===== src/rtl/axi_lite_arbiter_if.sv =====
// axi_lite_channel: AXI-Lite bus bundle with master/slave views; widths set by ADDR_W/DATA_W.
interface axi_lite_channel #(
    parameter int ADDR_W = 32,
    parameter int DATA_W = 32
);
    logic                aw_valid;
    logic                aw_ready;
    logic [ADDR_W-1:0]   aw_addr;
    logic                w_valid;
    logic                w_ready;
    logic [DATA_W-1:0]   w_data;
    logic [DATA_W/8-1:0] w_strb;
    logic                b_valid;
    logic                b_ready;
    logic [1:0]          b_resp;
    logic                ar_valid;
    logic                ar_ready;
    logic [ADDR_W-1:0]   ar_addr;
    logic                r_valid;
    logic                r_ready;
    logic [DATA_W-1:0]   r_data;
    logic [1:0]          r_resp;

    modport master (
        output aw_valid, aw_addr, w_valid, w_data, w_strb, b_ready, ar_valid, ar_addr, r_ready,
        input  aw_ready, w_ready, b_valid, b_resp, ar_ready, r_valid, r_data, r_resp
    );

    modport slave (
        input  aw_valid, aw_addr, w_valid, w_data, w_strb, b_ready, ar_valid, ar_addr, r_ready,
        output aw_ready, w_ready, b_valid, b_resp, ar_ready, r_valid, r_data, r_resp
    );
endinterface


===== src/rtl/axi_lite_arbiter.sv =====
// axi_lite_arbiter: 2:1 AXI-Lite arbiter, independent write/read FSMs; AXI_LITE_ARB_RR_EN selects round-robin over fixed priority.
module axi_lite_arbiter (
    input logic            clk,
    input logic            rstn,
    axi_lite_channel.slave  master0,
    axi_lite_channel.slave  master1,
    axi_lite_channel.master slave
);
    if ($bits(master0.aw_addr) != $bits(slave.aw_addr) || $bits(master1.aw_addr) != $bits(slave.aw_addr) ||
        $bits(master0.w_data) != $bits(slave.w_data) || $bits(master1.w_data) != $bits(slave.w_data)) begin : g_width_check
        $fatal(1, "axi_lite_arbiter: interface widths differ");
    end

    typedef enum logic [1:0] {WR_IDLE, WR_ADDR, WR_RESP} wr_state_e;
    typedef enum logic [1:0] {RD_IDLE, RD_ADDR, RD_RESP} rd_state_e;

    wr_state_e wst_q, wst_d;
    rd_state_e rst_q, rst_d;
    logic wgnt_q, wgnt_d, wlast_q, wlast_d, aw_done_q, aw_done_d, w_done_q, w_done_d;
    logic rgnt_q, rgnt_d, rlast_q, rlast_d, ar_done_q, ar_done_d;
    logic w_addr_ph, w_resp_ph, r_addr_ph, r_resp_ph;
    logic wpick, rpick, aw_rdy, w_rdy, b_vld, ar_rdy, r_vld;

    assign w_addr_ph = wst_q == WR_ADDR;
    assign w_resp_ph = wst_q == WR_RESP;
    assign r_addr_ph = rst_q == RD_ADDR;
    assign r_resp_ph = rst_q == RD_RESP;

`ifdef AXI_LITE_ARB_RR_EN
    assign wpick = (master0.aw_valid & master1.aw_valid) ? ~wlast_q : master1.aw_valid;
    assign rpick = (master0.ar_valid & master1.ar_valid) ? ~rlast_q : master1.ar_valid;
`else
    assign wpick = ~master0.aw_valid;
    assign rpick = ~master0.ar_valid;
`endif

    assign slave.aw_valid = w_addr_ph & ~aw_done_q & (wgnt_q ? master1.aw_valid : master0.aw_valid);
    assign slave.aw_addr  = wgnt_q ? master1.aw_addr : master0.aw_addr;
    assign slave.w_valid  = w_addr_ph & ~w_done_q & (wgnt_q ? master1.w_valid : master0.w_valid);
    assign slave.w_data   = wgnt_q ? master1.w_data : master0.w_data;
    assign slave.w_strb   = wgnt_q ? master1.w_strb : master0.w_strb;
    assign slave.b_ready  = w_resp_ph & (wgnt_q ? master1.b_ready : master0.b_ready);
    assign slave.ar_valid = r_addr_ph & ~ar_done_q & (rgnt_q ? master1.ar_valid : master0.ar_valid);
    assign slave.ar_addr  = rgnt_q ? master1.ar_addr : master0.ar_addr;
    assign slave.r_ready  = r_resp_ph & (rgnt_q ? master1.r_ready : master0.r_ready);

    assign aw_rdy = w_addr_ph & ~aw_done_q & slave.aw_ready;
    assign w_rdy  = w_addr_ph & ~w_done_q & slave.w_ready;
    assign b_vld  = w_resp_ph & slave.b_valid;
    assign ar_rdy = r_addr_ph & ~ar_done_q & slave.ar_ready;
    assign r_vld  = r_resp_ph & slave.r_valid;

    assign master0.aw_ready = ~wgnt_q & aw_rdy;
    assign master1.aw_ready = wgnt_q & aw_rdy;
    assign master0.w_ready  = ~wgnt_q & w_rdy;
    assign master1.w_ready  = wgnt_q & w_rdy;
    assign master0.b_valid  = ~wgnt_q & b_vld;
    assign master1.b_valid  = wgnt_q & b_vld;
    assign master0.b_resp   = slave.b_resp;
    assign master1.b_resp   = slave.b_resp;
    assign master0.ar_ready = ~rgnt_q & ar_rdy;
    assign master1.ar_ready = rgnt_q & ar_rdy;
    assign master0.r_valid  = ~rgnt_q & r_vld;
    assign master1.r_valid  = rgnt_q & r_vld;
    assign master0.r_data   = slave.r_data;
    assign master1.r_data   = slave.r_data;
    assign master0.r_resp   = slave.r_resp;
    assign master1.r_resp   = slave.r_resp;

    // Write path: grant on AW request, collect AW and W handshakes, wait for B.
    always_comb begin
        wst_d     = wst_q;
        wgnt_d    = wgnt_q;
        wlast_d   = wlast_q;
        aw_done_d = aw_done_q;
        w_done_d  = w_done_q;
        if (wst_q == WR_IDLE) begin
            if (master0.aw_valid | master1.aw_valid) begin
                wgnt_d  = wpick;
                wlast_d = wpick;
                wst_d   = WR_ADDR;
            end
        end else if (w_addr_ph) begin
            aw_done_d = aw_done_q | (slave.aw_valid & slave.aw_ready);
            w_done_d  = w_done_q | (slave.w_valid & slave.w_ready);
            if (aw_done_d & w_done_d) begin
                wst_d     = WR_RESP;
                aw_done_d = 1'b0;
                w_done_d  = 1'b0;
            end
        end else if (slave.b_valid & slave.b_ready) begin
            wst_d = WR_IDLE;
        end
    end

    // Read path: grant on AR request, one AR handshake, wait for R.
    always_comb begin
        rst_d     = rst_q;
        rgnt_d    = rgnt_q;
        rlast_d   = rlast_q;
        ar_done_d = ar_done_q;
        if (rst_q == RD_IDLE) begin
            if (master0.ar_valid | master1.ar_valid) begin
                rgnt_d  = rpick;
                rlast_d = rpick;
                rst_d   = RD_ADDR;
            end
        end else if (r_addr_ph) begin
            ar_done_d = ar_done_q | (slave.ar_valid & slave.ar_ready);
            if (ar_done_d) begin
                rst_d     = RD_RESP;
                ar_done_d = 1'b0;
            end
        end else if (slave.r_valid & slave.r_ready) begin
            rst_d = RD_IDLE;
        end
    end

    // State registers; last pointers reset to master1 so master0 wins the first contention.
    always_ff @(posedge clk or negedge rstn) begin
        if (!rstn) begin
            wst_q     <= WR_IDLE;
            wgnt_q    <= 1'b0;
            wlast_q   <= 1'b1;
            aw_done_q <= 1'b0;
            w_done_q  <= 1'b0;
            rst_q     <= RD_IDLE;
            rgnt_q    <= 1'b0;
            rlast_q   <= 1'b1;
            ar_done_q <= 1'b0;
        end else begin
            wst_q     <= wst_d;
            wgnt_q    <= wgnt_d;
            wlast_q   <= wlast_d;
            aw_done_q <= aw_done_d;
            w_done_q  <= w_done_d;
            rst_q     <= rst_d;
            rgnt_q    <= rgnt_d;
            rlast_q   <= rlast_d;
            ar_done_q <= ar_done_d;
        end
    end
endmodule


===== src/flat_wrapper.sv =====
// flat-port wrapper written by rule: the top's interface ports become plain ports
module axi_lite_arbiter_flat 
  (clk, rstn, master0_aw_valid, master0_aw_addr, master0_w_valid, master0_w_data, master0_w_strb, master0_b_ready, master0_ar_valid, master0_ar_addr, master0_r_ready, master0_aw_ready, master0_w_ready, master0_b_valid, master0_b_resp, master0_ar_ready, master0_r_valid, master0_r_data, master0_r_resp, master1_aw_valid, master1_aw_addr, master1_w_valid, master1_w_data, master1_w_strb, master1_b_ready, master1_ar_valid, master1_ar_addr, master1_r_ready, master1_aw_ready, master1_w_ready, master1_b_valid, master1_b_resp, master1_ar_ready, master1_r_valid, master1_r_data, master1_r_resp, slave_aw_valid, slave_aw_addr, slave_w_valid, slave_w_data, slave_w_strb, slave_b_ready, slave_ar_valid, slave_ar_addr, slave_r_ready, slave_aw_ready, slave_w_ready, slave_b_valid, slave_b_resp, slave_ar_ready, slave_r_valid, slave_r_data, slave_r_resp);
  axi_lite_channel master0_i ();
  axi_lite_channel master1_i ();
  axi_lite_channel slave_i ();
  input logic clk;
  input logic rstn;
  input wire logic [$bits(master0_i.aw_valid)-1:0] master0_aw_valid;
  input wire logic [$bits(master0_i.aw_addr)-1:0] master0_aw_addr;
  input wire logic [$bits(master0_i.w_valid)-1:0] master0_w_valid;
  input wire logic [$bits(master0_i.w_data)-1:0] master0_w_data;
  input wire logic [$bits(master0_i.w_strb)-1:0] master0_w_strb;
  input wire logic [$bits(master0_i.b_ready)-1:0] master0_b_ready;
  input wire logic [$bits(master0_i.ar_valid)-1:0] master0_ar_valid;
  input wire logic [$bits(master0_i.ar_addr)-1:0] master0_ar_addr;
  input wire logic [$bits(master0_i.r_ready)-1:0] master0_r_ready;
  output wire logic [$bits(master0_i.aw_ready)-1:0] master0_aw_ready;
  output wire logic [$bits(master0_i.w_ready)-1:0] master0_w_ready;
  output wire logic [$bits(master0_i.b_valid)-1:0] master0_b_valid;
  output wire logic [$bits(master0_i.b_resp)-1:0] master0_b_resp;
  output wire logic [$bits(master0_i.ar_ready)-1:0] master0_ar_ready;
  output wire logic [$bits(master0_i.r_valid)-1:0] master0_r_valid;
  output wire logic [$bits(master0_i.r_data)-1:0] master0_r_data;
  output wire logic [$bits(master0_i.r_resp)-1:0] master0_r_resp;
  input wire logic [$bits(master1_i.aw_valid)-1:0] master1_aw_valid;
  input wire logic [$bits(master1_i.aw_addr)-1:0] master1_aw_addr;
  input wire logic [$bits(master1_i.w_valid)-1:0] master1_w_valid;
  input wire logic [$bits(master1_i.w_data)-1:0] master1_w_data;
  input wire logic [$bits(master1_i.w_strb)-1:0] master1_w_strb;
  input wire logic [$bits(master1_i.b_ready)-1:0] master1_b_ready;
  input wire logic [$bits(master1_i.ar_valid)-1:0] master1_ar_valid;
  input wire logic [$bits(master1_i.ar_addr)-1:0] master1_ar_addr;
  input wire logic [$bits(master1_i.r_ready)-1:0] master1_r_ready;
  output wire logic [$bits(master1_i.aw_ready)-1:0] master1_aw_ready;
  output wire logic [$bits(master1_i.w_ready)-1:0] master1_w_ready;
  output wire logic [$bits(master1_i.b_valid)-1:0] master1_b_valid;
  output wire logic [$bits(master1_i.b_resp)-1:0] master1_b_resp;
  output wire logic [$bits(master1_i.ar_ready)-1:0] master1_ar_ready;
  output wire logic [$bits(master1_i.r_valid)-1:0] master1_r_valid;
  output wire logic [$bits(master1_i.r_data)-1:0] master1_r_data;
  output wire logic [$bits(master1_i.r_resp)-1:0] master1_r_resp;
  output wire logic [$bits(slave_i.aw_valid)-1:0] slave_aw_valid;
  output wire logic [$bits(slave_i.aw_addr)-1:0] slave_aw_addr;
  output wire logic [$bits(slave_i.w_valid)-1:0] slave_w_valid;
  output wire logic [$bits(slave_i.w_data)-1:0] slave_w_data;
  output wire logic [$bits(slave_i.w_strb)-1:0] slave_w_strb;
  output wire logic [$bits(slave_i.b_ready)-1:0] slave_b_ready;
  output wire logic [$bits(slave_i.ar_valid)-1:0] slave_ar_valid;
  output wire logic [$bits(slave_i.ar_addr)-1:0] slave_ar_addr;
  output wire logic [$bits(slave_i.r_ready)-1:0] slave_r_ready;
  input wire logic [$bits(slave_i.aw_ready)-1:0] slave_aw_ready;
  input wire logic [$bits(slave_i.w_ready)-1:0] slave_w_ready;
  input wire logic [$bits(slave_i.b_valid)-1:0] slave_b_valid;
  input wire logic [$bits(slave_i.b_resp)-1:0] slave_b_resp;
  input wire logic [$bits(slave_i.ar_ready)-1:0] slave_ar_ready;
  input wire logic [$bits(slave_i.r_valid)-1:0] slave_r_valid;
  input wire logic [$bits(slave_i.r_data)-1:0] slave_r_data;
  input wire logic [$bits(slave_i.r_resp)-1:0] slave_r_resp;
  assign master0_i.aw_valid = master0_aw_valid;
  assign master0_i.aw_addr = master0_aw_addr;
  assign master0_i.w_valid = master0_w_valid;
  assign master0_i.w_data = master0_w_data;
  assign master0_i.w_strb = master0_w_strb;
  assign master0_i.b_ready = master0_b_ready;
  assign master0_i.ar_valid = master0_ar_valid;
  assign master0_i.ar_addr = master0_ar_addr;
  assign master0_i.r_ready = master0_r_ready;
  assign master0_aw_ready = master0_i.aw_ready;
  assign master0_w_ready = master0_i.w_ready;
  assign master0_b_valid = master0_i.b_valid;
  assign master0_b_resp = master0_i.b_resp;
  assign master0_ar_ready = master0_i.ar_ready;
  assign master0_r_valid = master0_i.r_valid;
  assign master0_r_data = master0_i.r_data;
  assign master0_r_resp = master0_i.r_resp;
  assign master1_i.aw_valid = master1_aw_valid;
  assign master1_i.aw_addr = master1_aw_addr;
  assign master1_i.w_valid = master1_w_valid;
  assign master1_i.w_data = master1_w_data;
  assign master1_i.w_strb = master1_w_strb;
  assign master1_i.b_ready = master1_b_ready;
  assign master1_i.ar_valid = master1_ar_valid;
  assign master1_i.ar_addr = master1_ar_addr;
  assign master1_i.r_ready = master1_r_ready;
  assign master1_aw_ready = master1_i.aw_ready;
  assign master1_w_ready = master1_i.w_ready;
  assign master1_b_valid = master1_i.b_valid;
  assign master1_b_resp = master1_i.b_resp;
  assign master1_ar_ready = master1_i.ar_ready;
  assign master1_r_valid = master1_i.r_valid;
  assign master1_r_data = master1_i.r_data;
  assign master1_r_resp = master1_i.r_resp;
  assign slave_aw_valid = slave_i.aw_valid;
  assign slave_aw_addr = slave_i.aw_addr;
  assign slave_w_valid = slave_i.w_valid;
  assign slave_w_data = slave_i.w_data;
  assign slave_w_strb = slave_i.w_strb;
  assign slave_b_ready = slave_i.b_ready;
  assign slave_ar_valid = slave_i.ar_valid;
  assign slave_ar_addr = slave_i.ar_addr;
  assign slave_r_ready = slave_i.r_ready;
  assign slave_i.aw_ready = slave_aw_ready;
  assign slave_i.w_ready = slave_w_ready;
  assign slave_i.b_valid = slave_b_valid;
  assign slave_i.b_resp = slave_b_resp;
  assign slave_i.ar_ready = slave_ar_ready;
  assign slave_i.r_valid = slave_r_valid;
  assign slave_i.r_data = slave_r_data;
  assign slave_i.r_resp = slave_r_resp;
  axi_lite_arbiter u_core (.clk(clk), .rstn(rstn), .master0(master0_i), .master1(master1_i), .slave(slave_i));
endmodule

===== config.mk =====
export PLATFORM = sky130hd
export DESIGN_NAME = axi_lite_arbiter_flat
export DESIGN_NICKNAME = d
export VERILOG_FILES = /design/src/rtl/axi_lite_arbiter_if.sv /design/src/rtl/axi_lite_arbiter.sv /design/src/flat_wrapper.sv
export SDC_FILE = /design/constraint.sdc
export NUM_CORES = 1
export LEC_CHECK = 0
export BUFFER_PORTS_ARGS = -buffer_cell sky130_fd_sc_hd__buf_2
export CAP_MARGIN = 20
export CELL_PAD_IN_SITES_DETAIL_PLACEMENT = 0
export CELL_PAD_IN_SITES_GLOBAL_PLACEMENT = 2
export CORE_AREA = 8 8 165 167
export DETAILED_ROUTE_END_ITERATION = 12
export DIE_AREA = 0 0 173 175
export HOLD_SLACK_MARGIN = 0.1
export PLACE_DENSITY = 0.79
export SLEW_MARGIN = 20
export SYNTH_ARGS = -nofsm -noshare
export SYNTH_HDL_FRONTEND = slang
export SYNTH_SLANG_ARGS = --single-unit

===== constraint.sdc =====
create_clock -name clk -period 2.3 [get_ports clk]
set_input_delay 0.23 -clock clk [delete_from_list [all_inputs] [get_ports clk]]
set_output_delay 0.23 -clock clk [all_outputs]
set_load 0.005 [all_outputs]

==> results of run 1 <==
[through the flow]
step / hold slack [ns] / instance area [um2] / util (%)
2_1_floorplan: -0.0656 / 2350 / -
3_3_place_gp: 0.0931 / 3800 / 15.4
3_5_place_dp: 0.0941 / 3800 / 15.4
4_1_cts: 0.186 / 3890 / 15.8
5_1_grt: 0.202 / 3890 / 15.8
6_report: 0.187 / 3890 / 15.8
[cells by family after synthesis]
group	Yosys count	share of synthesized area (%)
buffers and inverters	90	28.9
AND/OR/NAND/NOR	30	7.57
multiplexers	105	50.5
flip-flops	8	8.52
AO/OA/AOI/OAI	15	4.53
[sequential cells by signal (all words and copies together), names as in the netlist]
| signal | count |
|---|---|
| u_core.rst_q | 2 |
| u_core.w_done_q | 1 |
| u_core.wst_q | 2 |
| u_core.rgnt_q | 1 |
| u_core.aw_done_q | 1 |
| u_core.wgnt_q | 1 |
[how the worst max path moves through the flow]
stage                              to  slack [ns]
finish                slave_w_data[0]        0.25
global route          slave_w_data[2]        0.12
CTS                 slave_aw_addr[18]        0.19
detailed placement  slave_aw_addr[18]        0.44
global placement      slave_w_data[2]        0.46
floorplan             master0_b_valid        0.99
[report_power, final]
part | internal, mW | switching, mW
combinational | 1.33 | 0.890
clock | 0.232 | 0.0757
sequential | 0.209 | 0.246
[per-layer routing]
metal | up-vias | part of all wire [%] | routed length (um) | global-route usage, %
li1 | 1311 | - | - | -
met1 | 1174 | 37 | 4650 | 7.69
met2 | 230 | 49 | 6080 | 13.4
met3 | 23 | 12 | 1450 | 3.30
met4 | 4 | 2.0 | 246 | 2.26
met5 | - | 0.21 | 26 | 0
[Yosys cell counts]
cell type,n
sky130_fd_sc_hd__mux2_2,100
sky130_fd_sc_hd__buf_4,75
sky130_fd_sc_hd__dfrtp_1,8
sky130_fd_sc_hd__nor2_1,8
sky130_fd_sc_hd__buf_6,7
sky130_fd_sc_hd__a21oi_1,5
sky130_fd_sc_hd__buf_2,5
sky130_fd_sc_hd__nor3b_1,5
sky130_fd_sc_hd__nand2_1,4
sky130_fd_sc_hd__inv_1,3
sky130_fd_sc_hd__mux2i_1,3
sky130_fd_sc_hd__nor3_1,3
sky130_fd_sc_hd__a21oi_2,2
sky130_fd_sc_hd__and3_1,2
sky130_fd_sc_hd__mux2_4,2
sky130_fd_sc_hd__nand2b_1,2
sky130_fd_sc_hd__o21ai_0,2
sky130_fd_sc_hd__o22a_1,2
sky130_fd_sc_hd__o31ai_1,2
sky130_fd_sc_hd__and4_1,1
sky130_fd_sc_hd__and4b_1,1
sky130_fd_sc_hd__nand3b_1,1
sky130_fd_sc_hd__nor2b_4,1
sky130_fd_sc_hd__nor4_1,1
sky130_fd_sc_hd__nor4b_1,1
sky130_fd_sc_hd__o21ba_2,1
sky130_fd_sc_hd__o32a_2,1
[worst max-delay path, delay by kind of cell, from the launching register on]
family	cells	cell delay, ns
buf+inv	2	0.44
mux	1	0.35
flops	1	0.80
[cell type report]
cell class	instances	area share, %
Clock buffer	4	2.03
Inverter	3	0.290
Multi-Input combinational cell	150	37.8
Sequential cell	8	5.25
Tap cell	330	10.6
Timing Repair Buffer	336	44.0
[repair_timing]
action,in CTS,in global routing
endpoints found under the setup margin,0,0
endpoints found under the hold margin,8,0
hold buffers,1,0
==> impl_results.md, run 1 <==
- Result of the run: finished clean
- Pin count of the biggest net entering global routing: 41
- 1st-iter DRT viols: 57
- First-pass GRT wire length: 18100 um
- Area fraction of the dominant cell type after synthesis: 47.9%
- Initial antenna violation count: 2
- Clock latency on the worst-skew pair: 0.24 ns
- Critical path type: reg -> out
- Placed insts: 826
- Final TNS setup: 0 ns
- Number of instances on the worst hold path: 2
- Layout Skew: 0.00586 ns
- Sequential-to-total area share from yosys stat: 8.52%
- Root Buffer: sky130_fd_sc_hd__clkbuf_16
- Fraction of layout instances using a drive strength above 1: 89.0%
- CP max-delay cell: sky130_fd_sc_hd__dfrtp_4
- Slew HR: 60.9%
- Most frequent cells in the layout: 331 x sky130_fd_sc_hd__buf_2, 100 x sky130_fd_sc_hd__mux2_2, 8 x sky130_fd_sc_hd__nor2_1, 7 x sky130_fd_sc_hd__dfrtp_1
- Worst r2r path cells: 3
- Most common cell after layout, fill and taps aside: sky130_fd_sc_hd__buf_2
- Chip Height: 175 um
- Number of warnings printed during yosys synthesis: 0
- Core Rows: 58
- Cells along the critical path: buf_4 -> mux2_2 -> buf_2
- Largest area contributor in the netlist: sky130_fd_sc_hd__mux2_2
- Worst hold path endpoint: u_core.rst_q[0]
- Number of global-route vias before repair: 3122
- Critical Path Sink Type: output port
- Cell area after synthesis: 2350 um2
- Min Tclk post-route: 2.05 ns
- Wire length per cell: 15.0 um
- Seq cells post-synth: 8
- Net total in the final layout: 755
- Peak clock frequency supported by timing: 488 MHz
- TritonCTS Sinks: 8
- Core footprint: 24700 um2
- Slew of the pin with the lowest slew margin: 0.587 ns
- Clock Path Buffers: 2
- Share of the clock period used by the worst path after layout: 89.1%
- Unique cell type count in the Yosys netlist: 27
- Number of buffers added by the clock tree synthesis step: 3
- Type of the worst min-delay path: in -> reg
- Worst path arrival time: 1.82 ns
- Number of antenna repair diodes: 0
- Reg-to-reg critical path startpoint: u_core.wgnt_q
- Count of buffers added by post-CTS timing repair for setup: 0
- Synthesized instance count: 248
- Total power of the final layout: 2.98 mW
- Multi-input combinational cell area: 1470 um2
- R2R Path End: u_core.wst_q[1]
- Flop-to-flop setup slack: 0.55 ns
- Mean post-synth cell area: 9.47 um2
- Worst IR drop on VDD: 0.331 mV
- I/O pin count: 440
- Net count of the mapped netlist: 501
- Number of buffers added on ports: 331
- Last weighted congestion value of the routability-driven placer: 0.752
- Fill cells: 2831
- Estimated wirelength of the detail-placed design: 11200 um
- Max Slew Vio Count: 0
- Unrepaired setup endpoints after global routing: false
- Max_cap viols: 0
- DRT Pass-1 Iters: 4
- Overflow left after global routing: 0
- Antenna viol nets, final: 0
- Place WS: 0.443 ns
- Critical Path Start Type: register
- Aggregate routed wire length: 12500 um
- Count of final hold-check violations: 0
- Required time reported for the critical path endpoint: 2.07 ns
- Global routing usage summed across all routing layers: 7.45%
- Clock-pin slew of the registers on the worst-case setup and hold paths: 0.04 ns
- Total leakage power: 2.01 nW
- Remaining routing DRC violations: 0
- Via count of the routed design: 2742
- H-tree depth reported by CTS: 1
- Setup WS post-layout: 0.250 ns
- Worst-path fanout max: 40
- Layout overhead on the synthesized area: 65.5%
- PD cells: 767 nW/um2
- Die ar.: 30300 um2
- Area used by sequential logic in the layout: 204 um2
- Count of cells resized by post-cts repair: 0
- Initial core utilization: 9.52%
- Worst min-delay path startpoint: slave_ar_ready
- Clock tree from TritonCTS: built
- Worst Setup SP: u_core.wgnt_q
- Routed via count divided by cell count: 3.30
- Horizontal extent of the die: 173 um
- Cell types with the largest area share after synthesis: sky130_fd_sc_hd__mux2_2 48%, sky130_fd_sc_hd__buf_4 24%, sky130_fd_sc_hd__dfrtp_1 8.5%, sky130_fd_sc_hd__buf_6 3.4%, sky130_fd_sc_hd__nor3b_1 1.6%
- Max stage delay on crit path: 0.80 ns
- Number of non-filler instances in the completed layout: 831
- Setup Viol. Count Final: 0
Power figures use the tool's default switching activity.
==> run 2, diff against run 1 <==
--- a/config.mk
+++ b/config.mk
@@ -9,11 +9,11 @@
 export CAP_MARGIN = 20
 export CELL_PAD_IN_SITES_DETAIL_PLACEMENT = 0
 export CELL_PAD_IN_SITES_GLOBAL_PLACEMENT = 2
-export CORE_AREA = 8 8 165 167
+export CORE_AREA = 2 2 173 175
 export DETAILED_ROUTE_END_ITERATION = 12
-export DIE_AREA = 0 0 173 175
+export DIE_AREA = 0 0 175 177
 export HOLD_SLACK_MARGIN = 0.1
-export PLACE_DENSITY = 0.79
+export PLACE_DENSITY_LB_ADDON = 0.1
 export SLEW_MARGIN = 20
 export SYNTH_ARGS = -nofsm -noshare
 export SYNTH_HDL_FRONTEND = slang
==> run 2 against run 1 <==
  * Clock power shrank 2%
  * Count of clock-buffer cells in the layout unchanged
  * Critical endpoint is now slave_aw_addr[16]
  * Final cell count increased by 7.2%
  * Largest cell class unchanged
  * Critical path type unchanged
  * Via count down 2.4%
==> impl_results.md, run 2 (synthesis results as in run 1) <==
- Cell-internal power: 1.77 mW (-0.17%)
- Number of global-route vias before repair: 2801 (-10%)
- Most frequent cells in the layout: 331 x sky130_fd_sc_hd__buf_2, 100 x sky130_fd_sc_hd__mux2_2, 8 x sky130_fd_sc_hd__nor2_1, 7 x sky130_fd_sc_hd__dfrtp_1
- Initial core utilization: 8.03% (-1.5 points)
- Root Buffer: sky130_fd_sc_hd__clkbuf_16
- Global routing usage summed across all routing layers: 6.50% (-0.95 points)
- Max Slew Vio Count: 0 (unchanged)
- TritonCTS Sinks: 8 (unchanged)
- Regs by FF count: u_core.rst_q (2), u_core.wst_q (2)
- Clock latency on the worst-skew pair: 0.23 ns (about the same)
- Most common cell after layout, fill and taps aside: sky130_fd_sc_hd__buf_2
- Min Tclk post-route: 2.00 ns (-0.0535 ns)
- Count of final hold-check violations: 0 (unchanged)
- Layout Skew: 0.00607 ns (+0.000212 ns)
- I/O pin count: 440 (unchanged)
- Via count of the routed design: 2677 (-2.4%)
- Final TNS setup: 0 ns (unchanged)
- Type of the worst min-delay path: in -> reg
- Count of cells resized by post-cts repair: 0 (unchanged)
- Critical path type: reg -> out
- Number of buffers added on ports: 331 (unchanged)
- Horizontal extent of the die: 175 um (+1.2%)
- Post-CTS Hold Buffers: 1 (unchanged)
- Slew HR: 66.7% (+5.8 points)
- Layout overhead on the synthesized area: 68.7%
- Remaining routing DRC violations: 0 (unchanged)
- Place WS: 0.506 ns (+0.0628 ns)
- Result of the run: finished clean
- Number of non-filler instances in the completed layout: 891 (+7.2%)
- Pin count of the biggest net entering global routing: 35 (-15%)
- Die ar.: 31000 um2 (+2.3%)
- Routed via count divided by cell count: 3.00 (-8.9%)
- Share of total power consumed by net switching: 39.5% (-1.2 points)
- Clock tree from TritonCTS: built
- Estimated wirelength of the detail-placed design: 9960 um (-11%)
- 1st-iter DRT viols: 52 (-8.8%)
- H-tree depth reported by CTS: 1 (unchanged)
- Slew of the pin with the lowest slew margin: 0.499 ns (-0.0873 ns)
- Clock Path Buffers: 2 (unchanged)
- Proportion of power drawn by flip-flops and latches: 14.8% (-0.5 points)
- Worst Setup SP: u_core.wgnt_q
- Count of buffers added by post-CTS timing repair for setup: 0 (unchanged)
- Net total in the final layout: 755 (unchanged)
- Aggregate routed wire length: 11100 um (-11%)
- Worst path arrival time: 1.77 ns (-0.05 ns)
- Worst-path fanout max: 34 (-15%)
- First-pass GRT wire length: 15300 um (-15%)
- Worst r2r path cells: 3 (unchanged)
- Flop-to-flop setup slack: 0.72 ns (+0.17 ns)
- Psw: 1.15 mW (-5.0%)
- Setup WS post-layout: 0.303 ns (+0.0535 ns)
- Wire length per cell: 12.4 um (-17%)
- Overflow left after global routing: 0 (unchanged)
- Antenna viol nets, final: 0 (unchanged)
- R2R Path End: u_core.wst_q[0]
- Share of the clock period used by the worst path after layout: 86.8% (-2.3 points)
- Clock-pin slew of the registers on the worst-case setup and hold paths: 0.04 ns (about the same)
- DRT Pass-1 Iters: 4 (unchanged)
- Total leakage power: 2.01 nW (unchanged)
- Initial antenna violation count: 0 (-2)
- CP endpoint: slave_aw_addr[16]
- Core Rows: 63 (+8.6%)
- Unrepaired setup endpoints after global routing: false
- Comb power frac: 74.9% (+0.5 points)
- Required time reported for the critical path endpoint: 2.07 ns (about the same)
- PD cells: 736 nW/um2 (-4.0%)
- Post-Route Hold Slack: 0.178 ns (-0.00929 ns)
- Fraction of power consumed by the clock network: 10.3% (about the same)
- Critical Path Start Type: register
- Fraction of layout instances using a drive strength above 1: 89.0% (unchanged)
- Max_cap viols: 0 (unchanged)
- Setup Viol. Count Final: 0 (unchanged)
- Placed insts: 886 (+7.3%)
- Critical Path Sink Type: output port
- Worst IR drop on VDD: 0.217 mV (-34%)
- Number of antenna repair diodes: 0 (unchanged)
- Number of buffers added by the clock tree synthesis step: 3 (unchanged)
- Core footprint: 29200 um2 (+19%)
- Last weighted congestion value of the routability-driven placer: 0.717 (-4.7%)
- Chip Height: 177 um (+1.1%)
- Peak clock frequency supported by timing: 501 MHz (+2.7%)
- Reg-to-reg critical path startpoint: u_core.wgnt_q
[run 2: power groups by stage]
stage               clock network [mW]  logic, mW  registers, mW
finish                           0.301       2.18          0.432
global route                     0.325       2.40          0.473
CTS                              0.311       2.26          0.448
detailed placement                   0       2.24          0.450
global placement                     0       2.27          0.448
floorplan                            0       1.66          0.257
[run 2: routing by layer]
metal  part of all wire [%]  global-route usage [%]  routed length (um)  up-vias
met5                      0                       0                   0        -
met2                     62                    14.4                6860      134
met1                     29                    5.36                3200     1206
met3                    7.5                    1.68                 829       23
li1                       -                       -                   -     1314
met4                    1.5                    2.05                 166        0
[run 2: worst max-delay path: stages (launching register included)]
cell and delay [ns]:
sky130_fd_sc_hd__dfrtp_4 0.74, sky130_fd_sc_hd__buf_4 0.30, sky130_fd_sc_hd__mux2_2 0.35, sky130_fd_sc_hd__buf_2 0.13
[run 2: how the worst min path moves through the flow]
stage	cells past startpoint	startpoint	end
floorplan	0	rstn	u_core.aw_done_q
global placement	1	rstn	u_core.rst_q[1]
detailed placement	1	rstn	u_core.rgnt_q
CTS	2	slave_ar_ready	u_core.rst_q[0]
global route	2	slave_ar_ready	u_core.rst_q[0]
finish	2	slave_ar_ready	u_core.rst_q[0]
[run 2: layout make-up]
type | count | area, um2
well taps | 390 | 488
inverters | 3 | 11.3
repair buffers | 336 | 1710
flip-flops and latches | 8 | 204
clock buffers | 4 | 78.8
multi-input cells | 150 | 1470
fillers | 3393 | 25300
[run 2: stage by stage]
step	util, %	area [um2]	power [mW]
floorplan	-	2350	1.92
global placement	13.2	3870	2.72
detailed placement	13.2	3870	2.69
CTS	13.5	3960	3.02
global route	13.5	3960	3.19
finish	13.5	3960	2.92
==> run 3, diff against run 2 <==
--- a/config.mk
+++ b/config.mk
@@ -7,13 +7,10 @@
 export LEC_CHECK = 0
 export BUFFER_PORTS_ARGS = -buffer_cell sky130_fd_sc_hd__buf_2
 export CAP_MARGIN = 20
-export CELL_PAD_IN_SITES_DETAIL_PLACEMENT = 0
-export CELL_PAD_IN_SITES_GLOBAL_PLACEMENT = 2
-export CORE_AREA = 2 2 173 175
+export CORE_AREA = 2 2 171 173
 export DETAILED_ROUTE_END_ITERATION = 12
-export DIE_AREA = 0 0 175 177
+export DIE_AREA = 0 0 173 175
 export HOLD_SLACK_MARGIN = 0.1
-export PLACE_DENSITY_LB_ADDON = 0.1
 export SLEW_MARGIN = 20
 export SYNTH_ARGS = -nofsm -noshare
 export SYNTH_HDL_FRONTEND = slang
==> run 3 against run 2 <==
  * Final cell count is 0.56% lower
  * Cell area is 0.44% lower
  * Fmax is 8.1% lower
  * Count of clock-buffer cells in the layout stayed put
  * First-iteration DRC count is 17% lower
  * Global-route usage is 0.31 points lower
  * Clock power is 3% higher
  * Power is 0.39% lower
  * Sequential power is 5.1% higher
==> impl_results.md, run 3 (synthesis results as in run 1) <==
- Horizontal extent of the die: 173 um (-1.1%)
- Overflow left after global routing: 0 (unchanged)
- Number of global-route vias before repair: 2571 (-8.2%)
- Count of final hold-check violations: 0 (unchanged)
- Clock tree from TritonCTS: built
- Cell-internal power: 1.74 mW (-1.2%)
- Net total in the final layout: 755 (unchanged)
- Root Buffer: sky130_fd_sc_hd__clkbuf_16
- Aggregate routed wire length: 10800 um (-2.5%)
- Clock latency on the worst-skew pair: 0.23 ns (about the same)
- Setup Viol. Count Final: 0 (unchanged)
- Cells along the critical path: buf_4 -> mux2_2 -> buf_2
- First-pass GRT wire length: 14500 um (-5.3%)
- Fraction of power consumed by the clock network: 10.7% (+0.4 points)
- Worst path arrival time: 1.94 ns (+0.17 ns)
- Post-Route Hold Slack: 0.176 ns (-0.00200 ns)
- Comb power frac: 73.7% (-1.2 points)
- Core occupancy in the finished layout: 13.9% (+0.34 points)
- Via count of the routed design: 2715 (+1.4%)
- Fill cells: 3278 (-3.4%)
- Min Tclk post-route: 2.17 ns (+0.177 ns)
- Number of buffers added by the clock tree synthesis step: 3 (unchanged)
- Core footprint: 28400 um2 (-2.9%)
- Number of buffers added on ports: 331 (unchanged)
- H-tree depth reported by CTS: 1 (unchanged)
- Most frequent cells in the layout: 331 x sky130_fd_sc_hd__buf_2, 100 x sky130_fd_sc_hd__mux2_2, 8 x sky130_fd_sc_hd__nor2_1, 7 x sky130_fd_sc_hd__dfrtp_1
- Clock Path Buffers: 2 (unchanged)
- Initial antenna violation count: 2 (+2)
- Unrepaired setup endpoints after global routing: false
- Max stage delay on crit path: 0.81 ns (+0.07 ns)
- Clock-pin slew of the registers on the worst-case setup and hold paths: 0.04 ns (about the same)
- DRT Pass-1 Iters: 4 (unchanged)
- PD cells: 737 nW/um2 (about the same)
- Proportion of power drawn by flip-flops and latches: 15.6% (+0.8 points)
- Slew HR: 59.0% (-7.7 points)
- CP max-delay cell: sky130_fd_sc_hd__dfrtp_4
- Share of total power consumed by net switching: 39.9% (+0.47 points)
- Count of cells resized by post-cts repair: 0 (unchanged)
- Area used by sequential logic in the layout: 204 um2 (unchanged)
- Fraction of layout instances using a drive strength above 1: 89.0% (unchanged)
- Core Rows: 62 (-1.6%)
- Result of the run: finished clean
- Regs by FF count: u_core.rst_q (2), u_core.wst_q (2)
- I/O pin count: 440 (unchanged)
- Placed insts: 880 (-0.68%)
- Pin count of the biggest net entering global routing: 43 (+23%)
- Estimated wirelength of the detail-placed design: 9570 um (-3.9%)
- Antenna viol nets, final: 0 (unchanged)
- Most common cell after layout, fill and taps aside: sky130_fd_sc_hd__buf_2
- Global routing usage summed across all routing layers: 6.19% (-0.31 points)
- 1st-iter DRT viols: 43 (-17%)
- Share of the clock period used by the worst path after layout: 94.5% (+7.7 points)
- Number of non-filler instances in the completed layout: 886 (-0.56%)
- Critical Path Start Type: register
- Multi-input combinational cell area: 1470 um2 (unchanged)
- Final TNS setup: 0 ns (unchanged)
- Total leakage power: 2.00 nW (-0.21%)
- Layout overhead on the synthesized area: 67.9%
- Max_cap viols: 0 (unchanged)
- Worst-path fanout max: 42 (+24%)
- Chip Height: 175 um (-1.1%)
- Required time reported for the critical path endpoint: 2.07 ns (about the same)
- Type of the worst min-delay path: in -> reg
- Layout Skew: 0.00168 ns (-0.00438 ns)
- Wire length per cell: 12.2 um (-2.0%)
- Last weighted congestion value of the routability-driven placer: 0.761 (+6.2%)
- Slew of the pin with the lowest slew margin: 0.615 ns (+0.115 ns)
- Max Slew Vio Count: 0 (unchanged)
- Psw: 1.16 mW (+0.80%)
- Worst IR drop on VDD: 0.306 mV (+41%)
- Die ar.: 30300 um2 (-2.3%)
- Critical Path Sink Type: output port
- Routed via count divided by cell count: 3.06 (+2.0%)
- Remaining routing DRC violations: 0 (unchanged)
- Peak clock frequency supported by timing: 460 MHz (-8.1%)
- Critical path type: reg -> out
- Initial core utilization: 8.27% (+0.24 points)
- Total power of the final layout: 2.91 mW (-0.39%)
- TritonCTS Sinks: 8 (unchanged)
[run 3: cell count changes in the layout (fill, tap and decap cells not counted)]
cell / before / now
sky130_fd_sc_hd__buf_4: 3 / 4
sky130_fd_sc_hd__diode_2: 0 / 1
sky130_fd_sc_hd__buf_12: 1 / 0
[run 3: cell type report]
type                            count  share of cell area (%)
Antenna cell                        1                  0.0635
Clock buffer                        4                    2.00
Inverter                            3                   0.286
Multi-Input combinational cell    150                    37.3
Sequential cell                     8                    5.17
Tap cell                          384                    12.2
Timing Repair Buffer              336                    43.0
[run 3: metal layers]
metal  up-vias  GRT usage [%]  wire length, um  share of wire [%]
met5         -              0               13               0.12
met4         2           1.87              181                1.7
met3        19           2.31             1050                9.7
met2       178           9.93             5070                 47
met1      1202           7.70             4470                 41
li1       1314              -                -                  -
[run 3: path summary, 6_finish.rpt]
kind                                  startpoint          endpoint  slack (ns)  cells after the start
worst max-delay path               u_core.wgnt_q  slave_aw_addr[7]        0.13                      3
worst min-delay path              slave_ar_ready   u_core.rst_q[0]        0.18                      2
worst max register to register     u_core.wgnt_q   u_core.wst_q[1]        0.61                      3
worst min register to register  u_core.aw_done_q  u_core.aw_done_q        0.56                      1
max in group asynchronous                   rstn     u_core.wgnt_q        1.70                      2
min in group asynchronous                   rstn   u_core.rst_q[1]        0.40                      2
[run 3: critical path, delay by kind of cell, from the launching register on]
family | cells | cell delay [ns]
mux | 1 | 0.37
flops | 1 | 0.81
buf+inv | 2 | 0.50
[run 3: stage by stage]
| step | worst slack [ns] | cell area [um2] |
|---|---|---|
| after floorplan | 0.986 | 2350 |
| after global routing | 0.0318 | 3940 |
| after global placement | 0.421 | 3850 |
| final | 0.126 | 3940 |
| after CTS | 0.120 | 3940 |
| after detailed placement | 0.372 | 3850 |
[run 3: power groups by stage]
stage	Clock [mW]	Combinational (mW)	Sequential, mW
4_1_cts	0.320	2.16	0.462
3_3_place_gp	0	2.11	0.457
6_report	0.310	2.14	0.454
5_1_grt	0.326	2.30	0.486
2_1_floorplan	0	1.66	0.257
3_5_place_dp	0	2.14	0.466
[run 3: repair_timing]
| action | in CTS | in global routing |
|---|---|---|
| endpoints found under the setup margin | 0 | 0 |
| setup buffers | 0 | 0 |
| hold buffers | 1 | 0 |
| endpoints found under the hold margin | 8 | 0 |
